==> src/rtl/transfer_reg_n_pkg.sv <==
// Shared definitions for the parametrised transfer register: shift-sequencer
// state encodings and the default 9-bit masks of the original TR block.
package transfer_reg_n_pkg;

    typedef enum logic {
        ST_IDLE  = 1'b0,
        ST_SHIFT = 1'b1
    } tr_state_e;

    localparam int unsigned DEF_WIDTH = 9;
    localparam int unsigned DEF_CNT_W = 4;

    // TR8 is excluded from zero-sense; TR6..TR8 are protected in external mode
    localparam logic [8:0] DEF_ZERO_MASK = 9'b1_0111_1111;
    localparam logic [8:0] DEF_HOLD_MASK = 9'b0_1110_0000;

endpackage

==> src/rtl/transfer_reg_n_if.sv <==
// Bus/handshake bundle between the BRA/BRB side and the transfer register.
interface transfer_reg_n_if #(
    parameter int unsigned WIDTH = 9,
    parameter int unsigned CNT_W = 4
) ();
    logic             load_a;
    logic             load_b;
    logic [WIDTH-1:0] bra;
    logic [WIDTH-1:0] brb;
    logic             clr;
    logic             exmv_n;
    logic             shift_start;
    logic [CNT_W-1:0] shift_count;
    logic             shift_dir;
    logic             sin;
    logic [WIDTH-1:0] tr;
    logic [WIDTH-1:0] trn;
    logic [WIDTH-1:0] trd;
    logic [WIDTH-1:0] trdn;
    logic             ss;
    logic             sout;
    logic             busy;
    logic             done;

    modport slave (
        input  load_a, load_b, bra, brb, clr, exmv_n,
               shift_start, shift_count, shift_dir, sin,
        output tr, trn, trd, trdn, ss, sout, busy, done
    );

    modport master (
        output load_a, load_b, bra, brb, clr, exmv_n,
               shift_start, shift_count, shift_dir, sin,
        input  tr, trn, trd, trdn, ss, sout, busy, done
    );
endinterface

==> src/rtl/transfer_reg_n_shift_ctl.sv <==
// Shift sequencer: IDLE/SHIFT FSM with down-counter, latched direction and
// the BUSY level / one-cycle DONE pulse.
module tr_shift_ctl
    import transfer_reg_n_pkg::*;
#(
    parameter int unsigned CNT_W = 4
) (
    input  logic             clk_i,
    input  logic             rstn_i,
    input  logic             start_i,
    input  logic [CNT_W-1:0] count_i,
    input  logic             dir_i,
    input  logic             clr_i,
    input  logic             load_i,
    output logic             busy_o,
    output logic             done_o,
    output logic             step_o,
    output logic             dir_o
);
    localparam logic [CNT_W-1:0] CNT_ZERO = {CNT_W{1'b0}};
    localparam logic [CNT_W-1:0] CNT_ONE  = {{(CNT_W-1){1'b0}}, 1'b1};

    tr_state_e        state_q, state_d;
    logic [CNT_W-1:0] cnt_q, cnt_d;
    logic             dir_q, dir_d;
    logic             done_q, done_d;

    // Next-state: clear aborts a sequence, a load in the same cycle outranks a start
    always_comb begin
        state_d = state_q;
        cnt_d   = cnt_q;
        dir_d   = dir_q;
        done_d  = 1'b0;
        case (state_q)
            ST_IDLE: begin
                if (start_i && !clr_i && !load_i) begin
                    if (count_i != CNT_ZERO) begin
                        state_d = ST_SHIFT;
                        cnt_d   = count_i;
                        dir_d   = dir_i;
                    end else begin
                        done_d  = 1'b1;
                    end
                end else begin
                    state_d = ST_IDLE;
                end
            end
            ST_SHIFT: begin
                if (clr_i) begin
                    state_d = ST_IDLE;
                end else begin
                    cnt_d = cnt_q - CNT_ONE;
                    if (cnt_q == CNT_ONE) begin
                        state_d = ST_IDLE;
                        done_d  = 1'b1;
                    end else begin
                        state_d = ST_SHIFT;
                    end
                end
            end
            default: begin
                state_d = ST_IDLE;
            end
        endcase
    end

    // Sequencer registers with synchronous active-low reset
    always_ff @(posedge clk_i) begin
        if (!rstn_i) begin
            state_q <= ST_IDLE;
            cnt_q   <= CNT_ZERO;
            dir_q   <= 1'b0;
            done_q  <= 1'b0;
        end else begin
            state_q <= state_d;
            cnt_q   <= cnt_d;
            dir_q   <= dir_d;
            done_q  <= done_d;
        end
    end

    assign busy_o = (state_q == ST_SHIFT);
    assign step_o = (state_q == ST_SHIFT) && !clr_i;
    assign done_o = done_q;
    assign dir_o  = dir_q;
endmodule

==> src/rtl/transfer_reg_n.sv <==
// WIDTH-bit transfer register: wired-OR dual-bus load, protected clear,
// delayed copy, masked zero-sense and a sequenced serial shifter.
module transfer_reg_n
    import transfer_reg_n_pkg::*;
#(
    parameter int unsigned      WIDTH     = DEF_WIDTH,
    parameter int unsigned      CNT_W     = DEF_CNT_W,
    parameter logic [WIDTH-1:0] ZERO_MASK = DEF_ZERO_MASK,
    parameter logic [WIDTH-1:0] HOLD_MASK = DEF_HOLD_MASK
) (
    input  logic           clk_i,
    input  logic           rstn_i,
    transfer_reg_n_if.slave bus
);
    logic [WIDTH-1:0] tr_q, tr_d;
    logic [WIDTH-1:0] trd_q;
    logic             ss_q;
    logic             sout_q, sout_d;
    logic [WIDTH-1:0] hold_s;
    logic [WIDTH-1:0] load_val_s;
    logic             load_any_s;
    logic             busy_s, done_s, step_s, dir_s;

    tr_shift_ctl #(.CNT_W(CNT_W)) u_ctl (
        .clk_i   (clk_i),
        .rstn_i  (rstn_i),
        .start_i (bus.shift_start),
        .count_i (bus.shift_count),
        .dir_i   (bus.shift_dir),
        .clr_i   (bus.clr),
        .load_i  (load_any_s),
        .busy_o  (busy_s),
        .done_o  (done_s),
        .step_o  (step_s),
        .dir_o   (dir_s)
    );

    assign load_any_s = bus.load_a | bus.load_b;

    // Register next value: clear > load (idle only) > shift step; shifts bypass protection
    always_comb begin
        hold_s     = bus.exmv_n ? {WIDTH{1'b0}} : HOLD_MASK;
        load_val_s = (bus.load_a ? bus.bra : {WIDTH{1'b0}})
                   | (bus.load_b ? bus.brb : {WIDTH{1'b0}});
        tr_d       = tr_q;
        sout_d     = sout_q;
        if (bus.clr) begin
            tr_d = tr_q & hold_s;
        end else if (load_any_s && !busy_s) begin
            tr_d = (tr_q & hold_s) | (load_val_s & ~hold_s);
        end else if (step_s) begin
            if (dir_s) begin
                tr_d   = {tr_q[WIDTH-2:0], bus.sin};
                sout_d = tr_q[WIDTH-1];
            end else begin
                tr_d   = {bus.sin, tr_q[WIDTH-1:1]};
                sout_d = tr_q[0];
            end
        end else begin
            tr_d = tr_q;
        end
    end

    // Datapath registers; TRD and SS both trail TR by one cycle
    always_ff @(posedge clk_i) begin
        if (!rstn_i) begin
            tr_q   <= {WIDTH{1'b0}};
            trd_q  <= {WIDTH{1'b0}};
            ss_q   <= 1'b1;
            sout_q <= 1'b0;
        end else begin
            tr_q   <= tr_d;
            trd_q  <= tr_q;
            ss_q   <= ~|(tr_q & ZERO_MASK);
            sout_q <= sout_d;
        end
    end

    assign bus.tr   = tr_q;
    assign bus.trn  = ~tr_q;
    assign bus.trd  = trd_q;
    assign bus.trdn = ~trd_q;
    assign bus.ss   = ss_q;
    assign bus.sout = sout_q;
    assign bus.busy = busy_s;
    assign bus.done = done_s;
endmodule

==> src/flat_wrapper.sv <==
// flat-port wrapper written by rule: the top's interface ports become plain ports
module transfer_reg_n_flat import transfer_reg_n_pkg::*;
#(
    parameter int unsigned      WIDTH     = DEF_WIDTH,
    parameter int unsigned      CNT_W     = DEF_CNT_W,
    parameter logic [WIDTH-1:0] ZERO_MASK = DEF_ZERO_MASK,
    parameter logic [WIDTH-1:0] HOLD_MASK = DEF_HOLD_MASK
)
  (clk_i, rstn_i, bus_load_a, bus_load_b, bus_bra, bus_brb, bus_clr, bus_exmv_n, bus_shift_start, bus_shift_count, bus_shift_dir, bus_sin, bus_tr, bus_trn, bus_trd, bus_trdn, bus_ss, bus_sout, bus_busy, bus_done);
  transfer_reg_n_if #(.WIDTH(WIDTH), .CNT_W(CNT_W)) bus_i ();
  input  logic clk_i;
  input  logic rstn_i;
  input wire logic [$bits(bus_i.load_a)-1:0] bus_load_a;
  input wire logic [$bits(bus_i.load_b)-1:0] bus_load_b;
  input wire logic [$bits(bus_i.bra)-1:0] bus_bra;
  input wire logic [$bits(bus_i.brb)-1:0] bus_brb;
  input wire logic [$bits(bus_i.clr)-1:0] bus_clr;
  input wire logic [$bits(bus_i.exmv_n)-1:0] bus_exmv_n;
  input wire logic [$bits(bus_i.shift_start)-1:0] bus_shift_start;
  input wire logic [$bits(bus_i.shift_count)-1:0] bus_shift_count;
  input wire logic [$bits(bus_i.shift_dir)-1:0] bus_shift_dir;
  input wire logic [$bits(bus_i.sin)-1:0] bus_sin;
  output wire logic [$bits(bus_i.tr)-1:0] bus_tr;
  output wire logic [$bits(bus_i.trn)-1:0] bus_trn;
  output wire logic [$bits(bus_i.trd)-1:0] bus_trd;
  output wire logic [$bits(bus_i.trdn)-1:0] bus_trdn;
  output wire logic [$bits(bus_i.ss)-1:0] bus_ss;
  output wire logic [$bits(bus_i.sout)-1:0] bus_sout;
  output wire logic [$bits(bus_i.busy)-1:0] bus_busy;
  output wire logic [$bits(bus_i.done)-1:0] bus_done;
  assign bus_i.load_a = bus_load_a;
  assign bus_i.load_b = bus_load_b;
  assign bus_i.bra = bus_bra;
  assign bus_i.brb = bus_brb;
  assign bus_i.clr = bus_clr;
  assign bus_i.exmv_n = bus_exmv_n;
  assign bus_i.shift_start = bus_shift_start;
  assign bus_i.shift_count = bus_shift_count;
  assign bus_i.shift_dir = bus_shift_dir;
  assign bus_i.sin = bus_sin;
  assign bus_tr = bus_i.tr;
  assign bus_trn = bus_i.trn;
  assign bus_trd = bus_i.trd;
  assign bus_trdn = bus_i.trdn;
  assign bus_ss = bus_i.ss;
  assign bus_sout = bus_i.sout;
  assign bus_busy = bus_i.busy;
  assign bus_done = bus_i.done;
  transfer_reg_n #(.WIDTH(WIDTH), .CNT_W(CNT_W), .ZERO_MASK(ZERO_MASK), .HOLD_MASK(HOLD_MASK)) u_core (.clk_i(clk_i), .rstn_i(rstn_i), .bus(bus_i));
endmodule
==> config.mk <==
export PLATFORM = sky130hd
export DESIGN_NAME = transfer_reg_n_flat
export DESIGN_NICKNAME = d
export VERILOG_FILES = /design/src/rtl/transfer_reg_n_pkg.sv /design/src/rtl/transfer_reg_n_if.sv /design/src/rtl/transfer_reg_n_shift_ctl.sv /design/src/rtl/transfer_reg_n.sv /design/src/flat_wrapper.sv
export SDC_FILE = /design/constraint.sdc
export NUM_CORES = 1
export LEC_CHECK = 0
export CORE_UTILIZATION = 42
export CTS_BUF_LIST = sky130_fd_sc_hd__clkbuf_16
export DETAILED_ROUTE_END_ITERATION = 8
export PLACE_DENSITY = 0.87
export SLEW_MARGIN = 5
export SYNTH_ARGS = -nofsm -noshare
export SYNTH_HDL_FRONTEND = slang
export SYNTH_SLANG_ARGS = --single-unit
==> constraint.sdc <==
create_clock -name clk_i -period 2.9 [get_ports clk_i]
set_input_delay 0.58 -clock clk_i [delete_from_list [all_inputs] [get_ports clk_i]]
set_output_delay 0.58 -clock clk_i [all_outputs]
set_load 0.01 [all_outputs]
==> results list, run 1 <==
- The run finished with clean final reports.
* Synthesis-stage register bit count: 27
* Via total after detailed routing: 1439
- The clock passes through at most 2 buffers.
- Global-route wire length before repair: about 6 mm
* Final hold vios: 0
- For this run, the slowest stage of the critical path takes between 0.7 and 0.8 ns.
- Avg Inst Size Synth: 9.07 um^2
- The min-delay analysis places its worst path in the category flip-flop to flip-flop.
- Initial antenna violation count: 0
- Combined area of the multi-input logic cells: 717 um^2
- After the first detailed-routing iteration, the DRC count stood at 28.
- # H-tree levels: 1
- Hold path start: u_core.u_ctl.cnt_q[3]
- Routing usage on met2: 0.411
- After detailed routing, the number of remaining DRC violations is 0.
* Crit path max-delay family: flip-flops
* Antenna fix cells: 0
* Count of filler cells inserted in the layout: 235
* CP max FO: 17
- CP arrival: 1.72 ns
- After clock tree synthesis, the flow added hold-fix buffers numbering 0.
* Chip height: 59.3 um
* Final Critical Period: 2.30 ns
* Critical Setup Path Class: flip-flop to output pin
- Total routing resource utilization after global routing: 0.227
- Cell with the largest stage delay on the worst path: sky130_fd_sc_hd__dfxtp_1
- Launch point of the worst reg-to-reg path: u_core.u_ctl.busy_o
- Compared with the post-synthesis result, the final layout area differs by 59.2%.
* Core Region: approximately 3100 um^2
- Traced cell by cell, the critical path runs through clkdlybuf4s50_1.
- Pin count of the biggest net entering global routing: 21
- Of the cells placed in the final design, the portion with a size suffix greater than 1 is 0.0498.
- # clock sinks: 27
- Min-Delay Endpoint: u_core.u_ctl.cnt_q[3]
- Before antenna repair, the detailed router went through 4 iterations.
- Syn Inst Count: 152
- TritonCTS built the clock tree.
* Syn Std Cell Area: 1380 um^2
- Sort of element at the start of the critical path: flip-flop
* Number of flops mapped to enable cells by yosys: 0
- Max-cap violations: 0
- Bufs and invs on worst path: 1
- Total of cells resized after clock tree synthesis: 0
* Most crowded layer after global routing: met2
- Clock skew on the completed layout was measured at ~0.0037 ns.
- In this run, CTS created clock tree buffers numbering 3.
* Cell count of the worst hold path: 2
- Post-synthesis net count: roughly 190
- The worst pin sits at a relative slew slack of 0.526.
- In the synthesized netlist the dominant register cell turns out to be sky130_fd_sc_hd__dfxtp_1.
* Number of slew-limit violations in the final report: 0
- Dividing total power by cell area gives a power density of 401 nW/um^2.
* Die width: 59.3 um
* Number of nets with antenna violations after detailed routing: 0
- Summed over all layers, the routed wires come to between 3 and 4 mm.
- In the finished design, the share of the clock period the worst path needs comes to 0.791.
- For this run, the register share of the synthesized area comes to 0.392.
- Initial core utilization: 0.448
* Unrepaired setup endpoints after global routing: false
- Input and output buffers added on the ports amount to 70.
- Clock-pin slew was measured on the worst setup and hold paths at 0.06 ns.
- The number of global-route vias before repair came to 1410.
- Root buffer cell: sky130_fd_sc_hd__clkbuf_16
* Total leakage power: 0.812 nW
- Die Footprint: 3520 um^2
- Final weighted congestion in routability-driven placement: 0.851
- Fraction of registers with async set or reset after synthesis: 0
- At the pin with the least slew margin, the transition time is ~0.7 ns.
- For this run the aggregate overflow at the end of global routing stands at 0.
* Core Rows: 20
- Using the TritonRoute via totals, the vias-per-cell ratio works out to 5.43.
* Post-DR wirelength/cell: ~14 um
* Worst r2r path cells: 4
- Register-to-register setup slack: 1.07 ns
- In the global route stage, met3 resource usage came out at 0.0197.
- Measured on the finished design, the core utilization comes to 0.713.
- Clock latency on the worst-skew pair, taken at its later pin, is 0.26 ns.
- Detailed placement ended at an HPWL of 2.83 mm.
* CP Capture Type: output pin
- At the worst endpoint, the required time is 2.32 ns.
- The number of setup buffers added after CTS is 0.
* Met1 usage in global routing: 0.263
* Finish-stage setup viols: 0
- Worst VDD drop: 0.222 mV
- After routing, the total negative slack on setup checks comes to 0 ns.
- Yosys mapped the design onto 43 distinct sky130hd cell types.
- I/O pin total: 71
- During synthesis, Yosys emitted a total of 0 warnings.
- For this run, the top clock speed supported by timing is 436 MHz.
* Nets: 255
- The sequential cells in the finished layout cover a total of 541 um^2.
-- how the worst max path moves through the flow --
stage | startpoint | end | slack, ns | depth (start not counted)
floorplan | bus_shift_count[2] | u_core.u_ctl.cnt_q[1] | 1.26 | 4
global placement | bus_clr | flip-flop | 0.71 | 5
detailed placement | bus_clr | flip-flop | 0.66 | 5
CTS | u_core.u_ctl.busy_o | bus_busy | 0.63 | 1
global route | u_core.u_ctl.busy_o | bus_busy | 0.57 | 1
finish | u_core.u_ctl.busy_o | bus_busy | 0.60 | 1
-- through the flow --
step | power, mW | hold WS [ns] | cell area, um^2 | setup WS [ns] | instances
finish | 0.881 | 0.493 | 2190 | 0.605 | 265
global route | 0.910 | 0.498 | 2190 | 0.570 | 265
CTS | 0.879 | 0.494 | 2190 | 0.629 | 265
detailed placement | 0.575 | 0.485 | 2110 | 0.659 | 261
global placement | 0.569 | 0.472 | 2110 | 0.709 | 261
floorplan | 0.478 | 0.456 | 1380 | 1.26 | 152
-- layout make-up --
cell class,count,area share
clock inverter,1,0.00228
sequential,27,0.246
inverter,21,0.0359
tap,44,0.0251
multi-input combinational,96,0.327
timing repair buffer,73,0.330
clock buffer,3,0.0342
-- where the power goes --
group	leakage (nW)	total (mW)	internal (mW)	switching (mW)
Clock	0.0409	0.312	0.186	0.126
Sequential	0.219	0.400	0.384	0.0162
Combinational	0.552	0.168	0.101	0.0671
-- layout by cell type, fill, tap and decap left out, types with 3 or more instances in the layout --
| cell | synthesis | final |
|---|---|---|
| sky130_fd_sc_hd__a22o_1 | 12 | 12 |
| sky130_fd_sc_hd__a22oi_1 | 7 | 7 |
| sky130_fd_sc_hd__and2_1 | 10 | 10 |
| sky130_fd_sc_hd__buf_4 | 1 | 3 |
| sky130_fd_sc_hd__clkbuf_16 | 0 | 3 |
| sky130_fd_sc_hd__clkdlybuf4s50_1 | 0 | 70 |
| sky130_fd_sc_hd__dfxtp_1 | 27 | 27 |
| sky130_fd_sc_hd__inv_1 | 21 | 21 |
| sky130_fd_sc_hd__mux2i_1 | 9 | 9 |
| sky130_fd_sc_hd__nand2_1 | 3 | 3 |
| sky130_fd_sc_hd__nand3_1 | 5 | 5 |
| sky130_fd_sc_hd__nor2_1 | 3 | 3 |
| sky130_fd_sc_hd__nor2b_1 | 3 | 3 |
| sky130_fd_sc_hd__o21ai_0 | 6 | 6 |
| sky130_fd_sc_hd__o22ai_1 | 6 | 6 |
-- cells by family (layout without fill, tap and decap cells) --
| logic type | after synthesis | count (layout) | synth area share |
|---|---|---|---|
| fa+ha+maj | 2 | 2 | 0.0181 |
| buf+inv | 29 | 98 | 0.0880 |
| simple gates | 37 | 37 | 0.165 |
| flops | 27 | 27 | 0.392 |
| compound gates | 48 | 48 | 0.271 |
| mux | 9 | 9 | 0.0653 |
-- metal layers --
layer | vias to the layer above | wire length (um)
met5 | - | 0
met4 | 0 | 91
met3 | 9 | 215
met2 | 63 | 1920
met1 | 676 | 1590
li1 | 691 | -
-- synthesized netlist by cell type, types with 3 or more instances --
cell                        n  area share
sky130_fd_sc_hd__clkbuf_1   4       0.011
sky130_fd_sc_hd__inv_1     21       0.057
sky130_fd_sc_hd__dfxtp_1   27        0.39
sky130_fd_sc_hd__nor2b_1    3       0.014
sky130_fd_sc_hd__and2_1    10       0.045
sky130_fd_sc_hd__nor2_1     3      0.0082
sky130_fd_sc_hd__nand3_1    5       0.018
sky130_fd_sc_hd__o22ai_1    6       0.027
sky130_fd_sc_hd__nand2_1    3      0.0082
sky130_fd_sc_hd__mux2i_1    9       0.065
sky130_fd_sc_hd__a22oi_1    7       0.038
sky130_fd_sc_hd__a22o_1    12       0.076
sky130_fd_sc_hd__o21ai_0    6       0.022
Power figures use the tool's default switching activity.
==> run 2, diff against run 1 <==
--- a/config.mk
+++ b/config.mk
@@ -5,10 +5,10 @@
 export SDC_FILE = /design/constraint.sdc
 export NUM_CORES = 1
 export LEC_CHECK = 0
-export CORE_UTILIZATION = 42
+export CORE_UTILIZATION = 39
 export CTS_BUF_LIST = sky130_fd_sc_hd__clkbuf_16
 export DETAILED_ROUTE_END_ITERATION = 8
-export PLACE_DENSITY = 0.87
+export PLACE_DENSITY = 0.82
 export SLEW_MARGIN = 5
 export SYNTH_ARGS = -nofsm -noshare
 export SYNTH_HDL_FRONTEND = slang
==> constraint.sdc (replaced) <==
create_clock -name clk_i -period 2.2 [get_ports clk_i]
set_input_delay 0.44 -clock clk_i [delete_from_list [all_inputs] [get_ports clk_i]]
set_output_delay 0.44 -clock clk_i [all_outputs]
set_load 0.01 [all_outputs]
==> run 2 against run 1 <==
- hold slack better by 0.019 ns
- clock power rose by 29%
- flip-flop and latch count unchanged
- first-iteration DRC count increased by 110%
- final cell count is 3.0% higher
- sequential power grew 31%
==> results list, run 2 (synthesis results as in run 1) <==
- Die Footprint: 3780 um^2 (+7.4%)
* 1st-pass router iterations: 4 (unchanged)
* Cell with the largest stage delay on the worst path: sky130_fd_sc_hd__clkdlybuf4s50_1
- Subtracting the final worst setup slack from the clock period gives approximately 1.8 ns.
- Worst-case headroom to the max-slew limit: 0.590 (+0.0638)
- The number of clock sinks seen by CTS came to 27 (unchanged).
- Via total after detailed routing: 1429 (-0.69%)
- Final core utilization: 0.666 (-0.0467)
- The number of global-route vias before repair came to 1248 (-11%).
- Global-route wire length before repair: 5.57 mm (-8.9%)
- Total of cells resized after clock tree synthesis: 0 (unchanged)
- The maximum buffer depth of the clock tree is 2 (unchanged).
- Total leakage power: 0.844 nW (+3.9%)
* I/O pin total: 71 (unchanged)
* Setup repair bufs after CTS: 0 (unchanged)
- Most common cell after layout, fill and taps aside: sky130_fd_sc_hd__clkdlybuf4s50_1
* Post-CTS clock slew at the launch and capture registers of the worst setup and hold paths: 0.06 ns (about the same)
- The port buffer count was 70 (unchanged).
- Initial antenna violation count: 0 (unchanged)
* Average vias per placed instance: 5.23 (-3.6%)
- The DRC violations left came to 0 (unchanged).
* Initial core utilization: 0.410 (-0.0380)
- Crit path max-delay family: buffers and inverters
- Nets: 261 (+2.4%)
- The reported max-cap violation count was 0 (unchanged).
- Detailed placer's ending HPWL: 2.82 mm (-0.36%)
- The slew at the pin closest to its max-slew limit is 0.615 ns (-0.0956 ns).
* Pin count of the biggest net entering global routing: 15 (-29%)
* Final Routed Wirelength: 3.67 mm (-3.9%)
- The required time reported for the critical path endpoint came to 1.76 ns (-0.56 ns).
- The setup-violating endpoint count in the final report came to 0 (unchanged).
- TritonCTS built the clock tree.
- Setup repair after global routing left no endpoint under its margin.
- The post-route antenna net violation count is 0 (unchanged).
- The detailed router's first-iteration violation count was 58 (+110%).
- Root buffer cell: sky130_fd_sc_hd__clkbuf_16
- In the finished design, the share of the clock period the worst path needs comes to 0.819.
- Sort of element at the start of the critical path: flip-flop
- Bufs and invs on worst path: 1 (unchanged)
- Final weighted congestion in routability-driven placement: 0.812 (-4.5%)
* Post-DR wirelength/cell: 13.4 um (-6.7%)
- The final setup TNS was 0 ns (unchanged).
* Tot Pwr: 1.16 mW (+31%)
* Core Region: 3360 um^2 (+9.3%)
- Count of hold-fix buffers inserted at cts: 0 (unchanged)
* Antenna fix cells: 0 (unchanged)
* Biggest cell delay along the critical path: 0.61 ns (-0.17 ns)
* Chip height: 61.5 um (+3.7%)
- Setup clock skew after layout: 0.00195 ns (-0.00180 ns)
* CP Capture Type: output pin
- The critical-path maximum fanout was 7 (-10).
- Final hold vios: 0 (unchanged)
* Insertion delay of the later-clocked pin in the worst-skew pair: 0.26 ns (about the same)
* Type of the worst min-delay path: flip-flop to flip-flop
- CP arrival: 1.36 ns (-0.36 ns)
- Critical Setup Path Class: flip-flop to output pin
- Layout Area Growth over Synthesis: 62.5%
* Number of slew-limit violations in the final report: 0 (unchanged)
* Run status: complete, no violations
- Number of clock buffers inserted by TritonCTS: 3 (unchanged)
- The top cell types in the final layout, fill and taps aside, are sky130_fd_sc_hd__clkdlybuf4s50_1 (70), sky130_fd_sc_hd__dfxtp_1 (27), sky130_fd_sc_hd__inv_1 (22).
* Core Rows: 21 (+5.0%)
- Walking the worst path, the cells encountered are clkdlybuf4s50_1.
- The share of final-layout standard cells stronger than drive strength 1 was 0.0705 (+0.0207).
- Pwr dens: 516 nW/um^2 (+29%)
* Total global routing overflow: 0 (unchanged)
- Worst VDD drop: 0.273 mV (+23%)
* Die width: 61.5 um (+3.7%)
* # H-tree levels: 1 (unchanged)
- Maximum clock rate: 555 MHz
* Total routing resource utilization after global routing: 0.202 (-0.0257)
[run 2: path summary, 6_finish.rpt]
kind | to | depth (start not counted) | slack (ns) | startpoint
setup / recovery | bus_busy | 1 | 0.40 | u_core.u_ctl.busy_o
hold / removal | u_core.u_ctl.cnt_q[3] | 2 | 0.51 | u_core.u_ctl.cnt_q[3]
setup reg to reg | u_core.bus.sout | 4 | 0.71 | u_core.u_ctl.busy_o
hold reg to reg | u_core.u_ctl.cnt_q[3] | 2 | 0.51 | u_core.u_ctl.cnt_q[3]
[run 2: per-stage QoR]
step                area (um^2)  cells  setup WS (ns)  hold slack, ns
floorplan                  1380    152          0.696           0.456
global placement           2160    269          0.188           0.481
detailed placement         2160    269          0.163           0.483
CTS                        2240    273          0.386           0.508
global route               2240    273          0.339           0.531
finish                     2240    273          0.399           0.512
[run 2: worst register-to-register path, cell delays in order (launching register included)]
cell and delay, ns:
sky130_fd_sc_hd__dfxtp_1 0.49, sky130_fd_sc_hd__buf_4 0.26, sky130_fd_sc_hd__nor2b_1 0.30, sky130_fd_sc_hd__o211ai_1 0.17, sky130_fd_sc_hd__o211a_1 0.17
[run 2: final cells by class]
| type | instances | area (um^2) |
|---|---|---|
| clock buffer | 3 | 75.1 |
| multi-input combinational | 96 | 717 |
| inverter | 21 | 78.8 |
| sequential | 27 | 541 |
| timing repair buffer | 79 | 768 |
| tap | 46 | 57.6 |
| fill | 302 | 1120 |
| clock inverter | 1 | 3.75 |
[run 2: layer usage]
layer / up-vias / share of wire / global-route usage
met5: - / 0 / 0
met4: 0 / 0.017 / 0.0889
met3: 6 / 0.065 / 0.0378
met2: 64 / 0.48 / 0.331
met1: 658 / 0.44 / 0.259
li1: 701 / - / -
[run 2: where the power goes]
part           internal, mW  leakage [nW]  total (mW)  switching (mW)
sequential            0.506         0.219       0.526          0.0192
combinational         0.139         0.582       0.228          0.0895
clock                 0.243        0.0423       0.403           0.160
total                 0.888         0.844        1.16           0.269
==> run 3, diff against run 2 <==
--- a/config.mk
+++ b/config.mk
@@ -5,10 +5,10 @@
 export SDC_FILE = /design/constraint.sdc
 export NUM_CORES = 1
 export LEC_CHECK = 0
-export CORE_UTILIZATION = 39
+export CORE_UTILIZATION = 35
 export CTS_BUF_LIST = sky130_fd_sc_hd__clkbuf_16
 export DETAILED_ROUTE_END_ITERATION = 8
-export PLACE_DENSITY = 0.82
+export PLACE_DENSITY = 0.78
 export SLEW_MARGIN = 5
 export SYNTH_ARGS = -nofsm -noshare
 export SYNTH_HDL_FRONTEND = slang
==> constraint.sdc (replaced) <==
create_clock -name clk_i -period 1.6 [get_ports clk_i]
set_input_delay 0.32 -clock clk_i [delete_from_list [all_inputs] [get_ports clk_i]]
set_output_delay 0.32 -clock clk_i [all_outputs]
set_load 0.01 [all_outputs]
==> run 3 against run 2 <==
- clock skew about the same
- flip-flop and latch count unchanged
- largest power group unchanged
- design area up 4.7%
- count of clock-buffer cells in the layout unchanged
- largest cell class unchanged
- total power up 38%
==> results list, run 3 (synthesis results as in run 1) <==
- The final standard cell utilization of the core was 0.631 (-0.0350).
- The clock input transition at the sequential cells of the worst setup and hold paths came to 0.06 ns (about the same).
- The worst setup path is launched from a flip-flop.
- Most common cell after layout, fill and taps aside: sky130_fd_sc_hd__clkdlybuf4s50_1
- The routed via count divided by cell count is 5.15 (-1.7%).
- Cell with the largest stage delay on the worst path: sky130_fd_sc_hd__clkdlybuf4s50_1
- The post-placement cell count is 280 (+4.1%).
* Maximum clock rate: 634 MHz
- The cell leakage power is 0.940 nW (+11%).
- Layout Area Growth over Synthesis: 70.1%
- Finish-stage setup viols: 0 (unchanged)
- The post-placement setup slack came to -0.334 ns (-0.497 ns).
- Total routing resource utilization after global routing: 0.189 (-0.0130)
- The DRC violations left came to 0 (unchanged).
- The detailed router's first-iteration violation count is 62 (+6.9%).
* Top Metal Used: met4
- The maximum buffer depth of the clock tree is 2 (unchanged).
* Detail Route met2 WL: 1.73 mm (-1.3%)
* Global-route wire length before repair: 6.24 mm (+12%)
- The clock latency on the worst-skew pair came to 0.26 ns (about the same).
* Number of nets with antenna violations after detailed routing: 0 (unchanged)
- The run finished with clean final reports.
- 1st-pass router iterations: 4 (unchanged)
- CP arrival: 1.26 ns (-0.10 ns)
* Number of slew-limit violations in the final report: 0 (unchanged)
- Number of non-filler instances in the completed layout: 284 (+4.0%)
* Setup repair bufs after CTS: 0 (unchanged)
- In the layout the commonest cells are sky130_fd_sc_hd__clkdlybuf4s50_1 (64), sky130_fd_sc_hd__inv_1 (22), sky130_fd_sc_hd__buf_4 (18), sky130_fd_sc_hd__dfxtp_1 (18), sky130_fd_sc_hd__a22o_1 (12).
* Met3 routed WL: 304 um (+27%)
- Unrepaired setup endpoints after global routing: true
- Final weighted congestion in routability-driven placement: 0.886 (+9.0%)
- The peak ir drop on the vdd network was 0.388 mV (+42%).
- # clock sinks: 27 (unchanged)
- The wire length reported by the detailed router is 3.77 mm (+2.8%).
* TritonCTS clock tree: done
- Crit path max-delay family: buffers and inverters
- The area of the core was 3720 um^2 (+10%).
- Type of the worst min-delay path: flip-flop to flip-flop
- Subtracting the final worst setup slack from the clock period gives 1.58 ns.
- The final-layout fill cell count came to 319 (+5.6%).
- Final clock period utilization by the worst path: 0.986
* # H-tree levels: 1 (unchanged)
* Post-DR wirelength/cell: 13.3 um (-1.1%)
- The total power density per cell area came to 683 nW/um^2 (+32%).
- Antenna fix cells: 0 (unchanged)
- Share of cells above drive strength 1: 0.153 (+0.0821)
* Tightest Pin Transition: 0.540 ns (-0.0743 ns)
* Nets: 270 (+3.4%)
* Number of input and output port buffers inserted: 70 (unchanged)
- The number of failing hold endpoints at the final stage came to 0 (unchanged).
- Root buffer cell: sky130_fd_sc_hd__clkbuf_16
* Initial antenna violation count: 0 (unchanged)
- The initial core utilization came to 0.371 (-0.0389).
- The final setup TNS came to 0 ns (unchanged).
- Number of clock buffers inserted by TritonCTS: 3 (unchanged)
- Tot Pwr: 1.60 mW (+38%)
- Core Rows: 22 (+4.8%)
* CP max FO: 6 (-1)
- The total via count in the routed design was 1462 (+2.3%).
- The chip width is 64.8 um (+5.4%).
* Detailed placer's ending HPWL: 2.94 mm (+4.2%)
- The required time reported for the critical path endpoint came to 1.28 ns (-0.48 ns).
* Final hold slack: 0.493 ns (-0.0183 ns)
- The pin count of the biggest net entering global routing is 18 (+3).
* Setup clock skew after layout: 0.00177 ns (-0.000175 ns)
- Count of hold-fix buffers inserted at cts: 0 (unchanged)
- Layout Cell Area excl Fill: 2350 um^2 (+4.7%)
- The remaining global-route overflow was 0 (unchanged).
* Die Footprint: 4190 um^2 (+11%)
* Max-cap violations: 0 (unchanged)
* Min setup slack post-route: 0.0226 ns (-0.376 ns)
- The relative max-transition margin was 0.639 (+0.0496).
- I/O pin total: 71 (unchanged)
* Area after DPL: 2230 um^2 (+3.2%)
- The critical path in this run is classified as flip-flop to output pin.
- Biggest cell delay along the critical path: 0.57 ns (-0.04 ns)
* Detailed-route wire length on metal 1: 1.66 mm (+3.4%)
* Chip height: 64.8 um (+5.4%)
- Bufs and invs on worst path: 1 (unchanged)
- Cell Chain, Critical Path: clkdlybuf4s50_1
* Via count of the first global-routing pass: 1379 (+10%)
- STA classifies the critical path endpoint as an output pin.
==> run 3: final cells by class <==
class	count	area [um^2]	area share
tap	48	60.1	0.0256
clock buffer	3	75.1	0.0320
timing repair buffer	88	847	0.361
sequential	27	552	0.235
multi-input combinational	96	729	0.311
clock inverter	1	3.75	0.00160
inverter	21	78.8	0.0336
==> run 3: metal layers <==
metal  GRT usage  vias to the layer above
met5           0                        -
met4      0.0750                        0
met3      0.0370                        8
met2       0.302                       75
met1       0.246                      658
li1            -                      721
==> run 3: report_power, final <==
group / leakage, nW / switching [mW] / internal, mW
Clock: 0.0423 / 0.214 / 0.334
Sequential: 0.223 / 0.0273 / 0.698
Combinational: 0.675 / 0.127 / 0.202
Total: 0.940 / 0.369 / 1.23
==> run 3: path summary, 6_finish.rpt <==
path                           end  slack (ns)             startpoint  depth (start not counted)
max                       bus_busy        0.02    u_core.u_ctl.busy_o                          1
min          u_core.u_ctl.cnt_q[3]        0.49  u_core.u_ctl.cnt_q[3]                          2
max reg2reg  u_core.u_ctl.cnt_q[2]        0.22    u_core.u_ctl.busy_o                          5
min reg2reg  u_core.u_ctl.cnt_q[3]        0.49  u_core.u_ctl.cnt_q[3]                          2
==> run 3: repair_timing <==
action,CTS,global route
resized for setup,5,15
setup endpoints to repair,6,22
pin swaps,2,2
